<file path="config.mk">
export PLATFORM = sky130hd
export DESIGN_NAME = prim_reqack_src_adapter
export DESIGN_NICKNAME = d
export VERILOG_FILES = /design/src/rtl/prim_reqack_pkg.sv /design/src/rtl/prim_reqack_stage.sv /design/src/rtl/prim_reqack_src_adapter.sv
export SDC_FILE = /design/constraint.sdc
export NUM_CORES = 1
export LEC_CHECK = 0
export BUFFER_PORTS_ARGS = -buffer_cell sky130_fd_sc_hd__buf_2
export CORE_MARGIN = 4
export CORE_UTILIZATION = 50
export CTS_CLUSTER_DIAMETER = 100
export DETAILED_ROUTE_END_ITERATION = 16
export PLACE_DENSITY = 0.71
export SYNTH_ARGS = -nofsm -noshare
export SYNTH_HDL_FRONTEND = slang
export SYNTH_SLANG_ARGS = --single-unit
</file>
<file path="constraint.sdc">
create_clock -name clk_i -period 3.6 [get_ports clk_i]
set_clock_uncertainty 0.2 [all_clocks]
set_input_delay 0.36 -clock clk_i [delete_from_list [all_inputs] [get_ports clk_i]]
set_output_delay 0.36 -clock clk_i [all_outputs]
set_load 0.05 [all_outputs]
</file>
<file path="src/rtl/prim_reqack_pkg.sv">
// Shared types and helpers for the REQ/ACK source-side adapter.
// The timeout counter width helper is used only when PRIM_REQACK_TIMEOUT_EN is defined.
package prim_reqack_pkg;

  typedef enum logic {
    ReqackIdle = 1'b0,
    ReqackReq  = 1'b1
  } reqack_src_state_e;

  // Bits needed to count 0..timeout_cycles inclusive.
  function automatic int unsigned timeout_cnt_w(input int unsigned timeout_cycles);
    return $clog2(timeout_cycles + 1);
  endfunction

endpackage

</file>
<file path="src/rtl/prim_reqack_stage.sv">
// One-entry valid/data register with load and clear; load wins over clear.
module prim_reqack_stage #(
  parameter int unsigned Width = 32
) (
  input  logic             clk_i,
  input  logic             rst_ni,
  input  logic             load_i,
  input  logic             clear_i,
  input  logic [Width-1:0] data_i,
  output logic             valid_o,
  output logic [Width-1:0] data_o
);

  logic             vld_q;
  logic [Width-1:0] data_q;

  always_ff @(posedge clk_i or negedge rst_ni) begin
    if (!rst_ni) begin
      vld_q  <= 1'b0;
      data_q <= '0;
    end else if (load_i) begin
      vld_q  <= 1'b1;
      data_q <= data_i;
    end else if (clear_i) begin
      vld_q  <= 1'b0;
    end
  end

  assign valid_o = vld_q;
  assign data_o  = data_q;

endmodule

</file>
<file path="src/rtl/prim_reqack_src_adapter.sv">
// Source-domain initiator turning a valid/ready stream into REQ/ACK transfers, with one staging slot.
// Optional REQ-without-ACK watchdog enabled by defining PRIM_REQACK_TIMEOUT_EN.
module prim_reqack_src_adapter
  import prim_reqack_pkg::*;
#(
  parameter int unsigned Width         = 32,
  parameter int unsigned TimeoutCycles = 1024
) (
  input  logic             clk_i,
  input  logic             rst_ni,
  input  logic             in_valid_i,
  output logic             in_ready_o,
  input  logic [Width-1:0] in_data_i,
  output logic             src_req_o,
  input  logic             src_ack_i,
  output logic [Width-1:0] src_data_o,
  output logic             busy_o,
  output logic             spurious_ack_o,
  output logic             timeout_o
);

  reqack_src_state_e state_q, state_d;
  logic [Width-1:0]  hold_q, hold_d;
  logic              stg_vld_q;
  logic [Width-1:0]  stg_q;
  logic              stg_load, stg_clear;
  logic              spurious_q;

  prim_reqack_stage #(
    .Width (Width)
  ) u_stage (
    .clk_i   (clk_i),
    .rst_ni  (rst_ni),
    .load_i  (stg_load),
    .clear_i (stg_clear),
    .data_i  (in_data_i),
    .valid_o (stg_vld_q),
    .data_o  (stg_q)
  );

  // hold_q may only move when entering REQ or on a REQ&ACK cycle, so the
  // synchronizer always samples stable data while the request is open.
  always_comb begin
    state_d   = state_q;
    hold_d    = hold_q;
    stg_load  = 1'b0;
    stg_clear = 1'b0;
    case (state_q)
      ReqackIdle: begin
        if (in_valid_i) begin
          hold_d  = in_data_i;
          state_d = ReqackReq;
        end
      end
      ReqackReq: begin
        if (src_ack_i) begin
          if (stg_vld_q) begin
            hold_d    = stg_q;
            stg_clear = 1'b1;
          end else if (in_valid_i) begin
            hold_d = in_data_i;
          end else begin
            state_d = ReqackIdle;
          end
        end else if (in_valid_i && !stg_vld_q) begin
          stg_load = 1'b1;
        end
      end
      default: state_d = ReqackIdle;
    endcase
  end

  always_ff @(posedge clk_i or negedge rst_ni) begin
    if (!rst_ni) begin
      state_q    <= ReqackIdle;
      hold_q     <= '0;
      spurious_q <= 1'b0;
    end else begin
      state_q    <= state_d;
      hold_q     <= hold_d;
      spurious_q <= src_ack_i && (state_q == ReqackIdle);
    end
  end

  assign src_req_o      = (state_q == ReqackReq);
  assign src_data_o     = hold_q;
  assign in_ready_o     = !stg_vld_q;
  assign busy_o         = (state_q == ReqackReq) || stg_vld_q;
  assign spurious_ack_o = spurious_q;

`ifdef PRIM_REQACK_TIMEOUT_EN
  localparam int unsigned CntW = timeout_cnt_w(TimeoutCycles);
  localparam logic [CntW-1:0] CntMax = CntW'(TimeoutCycles);

  logic [CntW-1:0] cnt_q;
  logic            timeout_q;

  // The flag only reports; REQ is never withdrawn by the watchdog.
  always_ff @(posedge clk_i or negedge rst_ni) begin
    if (!rst_ni) begin
      cnt_q     <= '0;
      timeout_q <= 1'b0;
    end else begin
      if ((state_q != ReqackReq) || src_ack_i) begin
        cnt_q <= '0;
      end else if (cnt_q != CntMax) begin
        cnt_q <= cnt_q + 1'b1;
      end
      if (src_ack_i) begin
        timeout_q <= 1'b0;
      end else if (cnt_q == CntMax) begin
        timeout_q <= 1'b1;
      end
    end
  end

  assign timeout_o = timeout_q;
`else
  logic unused_timeout_cfg;
  assign unused_timeout_cfg = (TimeoutCycles == 0);
  assign timeout_o = 1'b0;
`endif

endmodule
</file>
# Word level (Yosys, flattened, before mapping)
# Cells that the tools add are included.
# classes
add_sub_neg,0
n_mul,0
div_mod_pow,0
magnitude_cmp,0
n_eq_ne,1
n_shift,0
muxes,16
bitwise_logic,1
reduce_logical,5
# ops
operator,n
32-bit two-way mux,3
32-bit case mux with 2 select lines,1
1-bit two-way mux,11
1-bit logical AND,2
2-bit inequality test (second input constant),1
1-bit case mux with 2 select lines,1
2-bit nonzero test,1
1-bit zero test,1
1-bit logical OR,1
1-bit inverter,1
# word_totals
ff_bits,67
latchBits,0
ramBits,0
romBits,0
inputBits,36
out_inout_bits,37
wordCells,28
mem_count,0

# Depth between registers and ports, before layout
# logic_depth
ltp_word,6
depth_mapped,5
ltp_nobuf,3

# Cells and area by module
# A second synthesis with hierarchy kept.
# hier_totals
cells_unflattened,196
hier_area_um2,2917.8
# by_module_without_submodules
mod,instances,cells_each,area_per_inst_um2,seq_area_each_um2
prim_reqack_src_adapter,1,125,1540.2,850.8
prim_reqack_stage,1,71,1377.6,825.8

# Least setup slack after synthesis
# No wires, ideal clock.
# synth_timing
path_kind,reg-to-reg
startpoint,register state_q (netlist: src_req_o)
endpoint,register u_stage.data_q[10] (netlist: u_stage.data_o[10])
setup_time_ns,0.125
t_arrival_ns,1.764
t_required_ns,3.275
slack_ns,1.511
stages_incl_launch_ff,5
n_path_buf,1
period_less_slack_ns,2.089
path_cell_list,dfrtp_1 inv_2 nor4b_4 buf_6 mux2_4
# synth_between
elab_chain_len,1
# synth_rtl
item,line,rtl
"start, declared",prim_reqack_src_adapter.sv:22,"reqack_src_state_e state_q, state_d;"
"start signal, assigned",prim_reqack_src_adapter.sv:75,state_q <= ReqackIdle;
"start signal, assigned",prim_reqack_src_adapter.sv:79,state_q <= state_d;
1-bit two-way mux,prim_reqack_src_adapter.sv:48,case (state_q)
"end signal, assigned",prim_reqack_stage.sv:23,data_q <= data_i;
"end, declared",prim_reqack_stage.sv:15,logic [Width-1:0] data_q;
# Every way passes these cells.
# A chain may end at the register's enable or synchronous reset.

# Final worst setup path
# layout_timing
startpoint,register u_stage.vld_q (netlist: u_stage.valid_o)
endpoint,register hold_q[8] (netlist: src_data_o[8])
# layout_between
elab_chain_len,3
# layout_rtl
item,line,rtl
"start, declared",prim_reqack_stage.sv:14,logic vld_q;
"start signal, assigned",prim_reqack_stage.sv:19,vld_q <= 1'b0;
"start signal, assigned",prim_reqack_stage.sv:22,vld_q <= 1'b1;
"start signal, assigned",prim_reqack_stage.sv:25,vld_q <= 1'b0;
32-bit two-way mux,prim_reqack_src_adapter.sv:57,if (stg_vld_q) begin
32-bit two-way mux,prim_reqack_src_adapter.sv:56,if (src_ack_i) begin
32-bit case mux with 2 select lines,prim_reqack_src_adapter.sv:48,
"end signal, assigned",prim_reqack_src_adapter.sv:80,hold_q <= hold_d;
"end, declared",prim_reqack_src_adapter.sv:23,"logic [Width-1:0] hold_q, hold_d;"
# Every way passes these cells. The select of a mux whose other input is x is not followed.

==> flow_summary.rst <==
.. list-table::
   :header-rows: 1

   * - Metric
     - Value
   * - Status
     - completed
   * - Fin Setup TNS
     - 0 ns
   * - Sequential area share after synthesis
     - 0.5403
   * - Top cells by area, synth
     - dfrtp_1 (54%), mux2_2 (20%), mux2_4 (19%)
   * - Synthesized netlist net count
     - 222
   * - Final worst path period share
     - 0.6247
   * - Chip Width
     - 86.78 um
   * - Vias in the first global route
     - 1935
   * - Final hold vios
     - 0
   * - TritonRoute pass-1 iters
     - 4
   * - Worst-Margin Slew
     - 0.7173 ns
   * - Final routed wire length divided by cell count
     - 16.09 um
   * - Power per unit of standard cell area
     - 752.9 nW/um^2
   * - Worst IR Drop VDD
     - 0.4345 mV
   * - Vias per std cell
     - 5.167
   * - Post-CTS setup repair buffer count
     - 0
   * - Sum of net half-perimeters after detailed placement
     - 3648 um
   * - Maximum capacitance violations
     - 0
   * - Combined area of all synthesized cells
     - 3103 sq um
   * - Total routing resource utilization after global routing
     - 0.1624
   * - Starting density of the core
     - 0.5210
   * - Antenna diode count
     - 0
   * - Worst R2R Setup Slack
     - 1.35 ns
   * - Largest net degree at the start of global routing
     - 52
   * - Cell chosen for the clock root
     - clkbuf_8
   * - Quantity of gates resized following cts
     - 0
   * - Type of destination of the critical path
     - flop
   * - CTS tree
     - built
   * - DRC violations left
     - 0
   * - Setup violations, final
     - 0
   * - Worst setup path category
     - flop to flop
   * - Standby leakage power
     - 1.753 nW
   * - Worst slew margin relative to its limit
     - 0.5218
   * - Layout area overhead
     - 18.79%
   * - Number of sinks driven by the clock tree
     - 67
   * - Floorplan row count
     - 28
   * - Input/output buffers
     - 71
   * - Final max-slew violation count
     - 0
   * - Number of buffers inserted for hold repair after clock tree synthesis
     - 1
   * - Adder-cell area share of the yosys netlist
     - 0
   * - Worst slack on hold paths
     - 0.06834 ns
   * - Vias after detailed routing
     - 1767
   * - Fin nets
     - 298
   * - Initial antenna violation count
     - 0
   * - Endpoint arrival time on the critical path
     - 2.27 ns
   * - Yosys warns
     - 0
   * - Share of Yosys cell area claimed by the top area cell type
     - 0.5403
   * - Critical Path Source Type
     - flop
   * - Area of the placeable core
     - 5956 sq um
   * - Critical path required time
     - 3.62 ns
   * - Global-route wire length before repair
     - 9252 um
   * - Mux share of post-synthesis cell area
     - 0.3968
   * - Peak clock frequency supported by timing
     - 444.7 MHz
   * - Boundary pin count
     - 73
   * - Overall die height
     - 86.78 um
   * - Avg Inst Size Synth
     - 16.68 sq um
   * - Gpl congestion
     - 0.7611
   * - Critical-path maximum fanout
     - 20
   * - Combinational family with the most area after synthesis
     - multiplexers
   * - Gate count of the mapped netlist
     - 186
   * - Compound-Gate Fraction of Synth Area
     - 0.008871
   * - Number of DRC markers in iteration 0
     - 85
   * - Most area-hungry cell type in the Yosys netlist
     - dfrtp_1
   * - Fraction of layout cells with a size suffix above 1
     - 0.7154
   * - Clock Tree Buf Depth
     - 2
   * - Die Footprint
     - 7530 sq um
   * - Worst hold path type
     - input pin to flop
   * - Number of filler cells placed in the layout
     - 472
   * - Synthesized-area fraction occupied by and/or/nand/nor cells
     - 0.01532
   * - Clock-pin slew of the registers on the worst-case setup and hold paths
     - 0.08 ns
   * - Setup repair after global routing missed its margin
     - false
   * - Grt ovf
     - 0
   * - Period minus WS final
     - 2.249 ns
   * - Routed wire length
     - 5503 um
   * - Number of library cell types mapped by synthesis
     - 15
   * - Remaining antenna violation count
     - 0
   * - Total CTS buffers
     - 9
   * - Number of synthesized register bits
     - 67
   * - Clk_lat worst skew
     - 0.34 ns
   * - Count of H-tree levels built during CTS
     - 3
   * - Synth Area in XOR/XNOR
     - 0
area by class of cell:
type | count | area [sq um] | area share
Clock buffer | 11 | 141.4 | 0.03836
Clock inverter | 5 | 52.55 | 0.01426
Inverter | 2 | 7.507 | 0.002037
Multi-Input combinational cell | 106 | 1319 | 0.3578
Sequential cell | 67 | 1677 | 0.4549
Tap cell | 75 | 93.84 | 0.02546
Timing Repair Buffer | 76 | 395.4 | 0.1073
synth_stat cells:
master	count
mux2_4	40
or2_2	1
and2b_1	1
inv_2	1
mux2_2	56
a21oi_1	3
buf_6	7
and2_1	1
o22ai_2	1
conb_1	1
nor4b_4	1
inv_1	1
buf_4	4
dfrtp_1	67
nand2_1	1
final timing paths:
check / start / endpoint / cells past startpoint
max: u_stage.valid_o$_DFFE_PN0P_ / src_data_o[8]$_DFFE_PN0P_ / 4
min: in_data_i[24] / u_stage.data_o[24]$_DFFE_PN0P_ / 2
max reg2reg: u_stage.valid_o$_DFFE_PN0P_ / src_data_o[8]$_DFFE_PN0P_ / 4
min reg2reg: src_data_o[16]$_DFFE_PN0P_ / src_data_o[16]$_DFFE_PN0P_ / 1
max in group asynchronous: rst_ni / src_data_o[12]$_DFFE_PN0P_ / 3
min in group asynchronous: rst_ni / u_stage.data_o[19]$_DFFE_PN0P_ / 2
flip-flops by register name, summed over array words and instances (netlist names):
name and cells:
src_data_o 32, u_stage.data_o 32, src_req_o 1, u_stage.valid_o 1
spurious_ack_o 1
cells in the final DEF (no fill, tap or decap):
cell type      instances
buf_2                 71
dfrtp_1               67
mux2_2                56
mux2_4                40
clkbuf_8              10
buf_4                  4
a21oi_1                3
clkinv_2               3
and2b_1                1
inv_1                  1
inv_2                  1
or2_2                  1
nand2_1                1
and2_2                 1
o22ai_4                1
nor4b_4                1
conb_1                 1
clkinvlp_4             1
bufinv_16              1
clkbuf_1               1
dlygate4sd3_1          1
per-layer routing:
layer  vias up  GRT usage  wire length (um)
met5         -          0                 0
met4         0    0.08640                89
met3         9    0.03802               308
met2        48     0.2497              2564
met1       900     0.2132              2541
li1        810          -                 -
critical path: stages, from the launching register on:
cell and delay [ns]:
dfrtp_1 0.43, and2_2 0.25, o22ai_4 0.55, buf_4 0.35
mux2_2 0.36
per-stage QoR:
step	cell area [sq um]	setup slack (ns)	util	cells	power [mW]
4_1_cts	3686	1.323	0.6189	342	2.810
2_1_floorplan	3103	1.511	-	186	1.952
3_5_place_dp	3482	1.339	0.5847	325	2.186
3_3_place_gp	3482	1.369	0.5847	325	2.164
6_report	3686	1.351	0.6189	342	2.775
5_1_grt	3686	1.240	0.6189	342	2.921
cells by family after synthesis:
logic type,after synthesis
AO/OA/AOI/OAI,4
buffers and inverters,13
flip-flops,67
multiplexers,96
other,1
AND/OR/NAND/NOR,5
power breakdown:
part           internal [mW]  switching [mW]  leakage [nW]
Sequential             0.981           0.116         0.789
Clock                  0.335           0.279        0.0991
Combinational          0.416           0.648         0.865
Note: power is estimated with default switching activity, not from simulation.
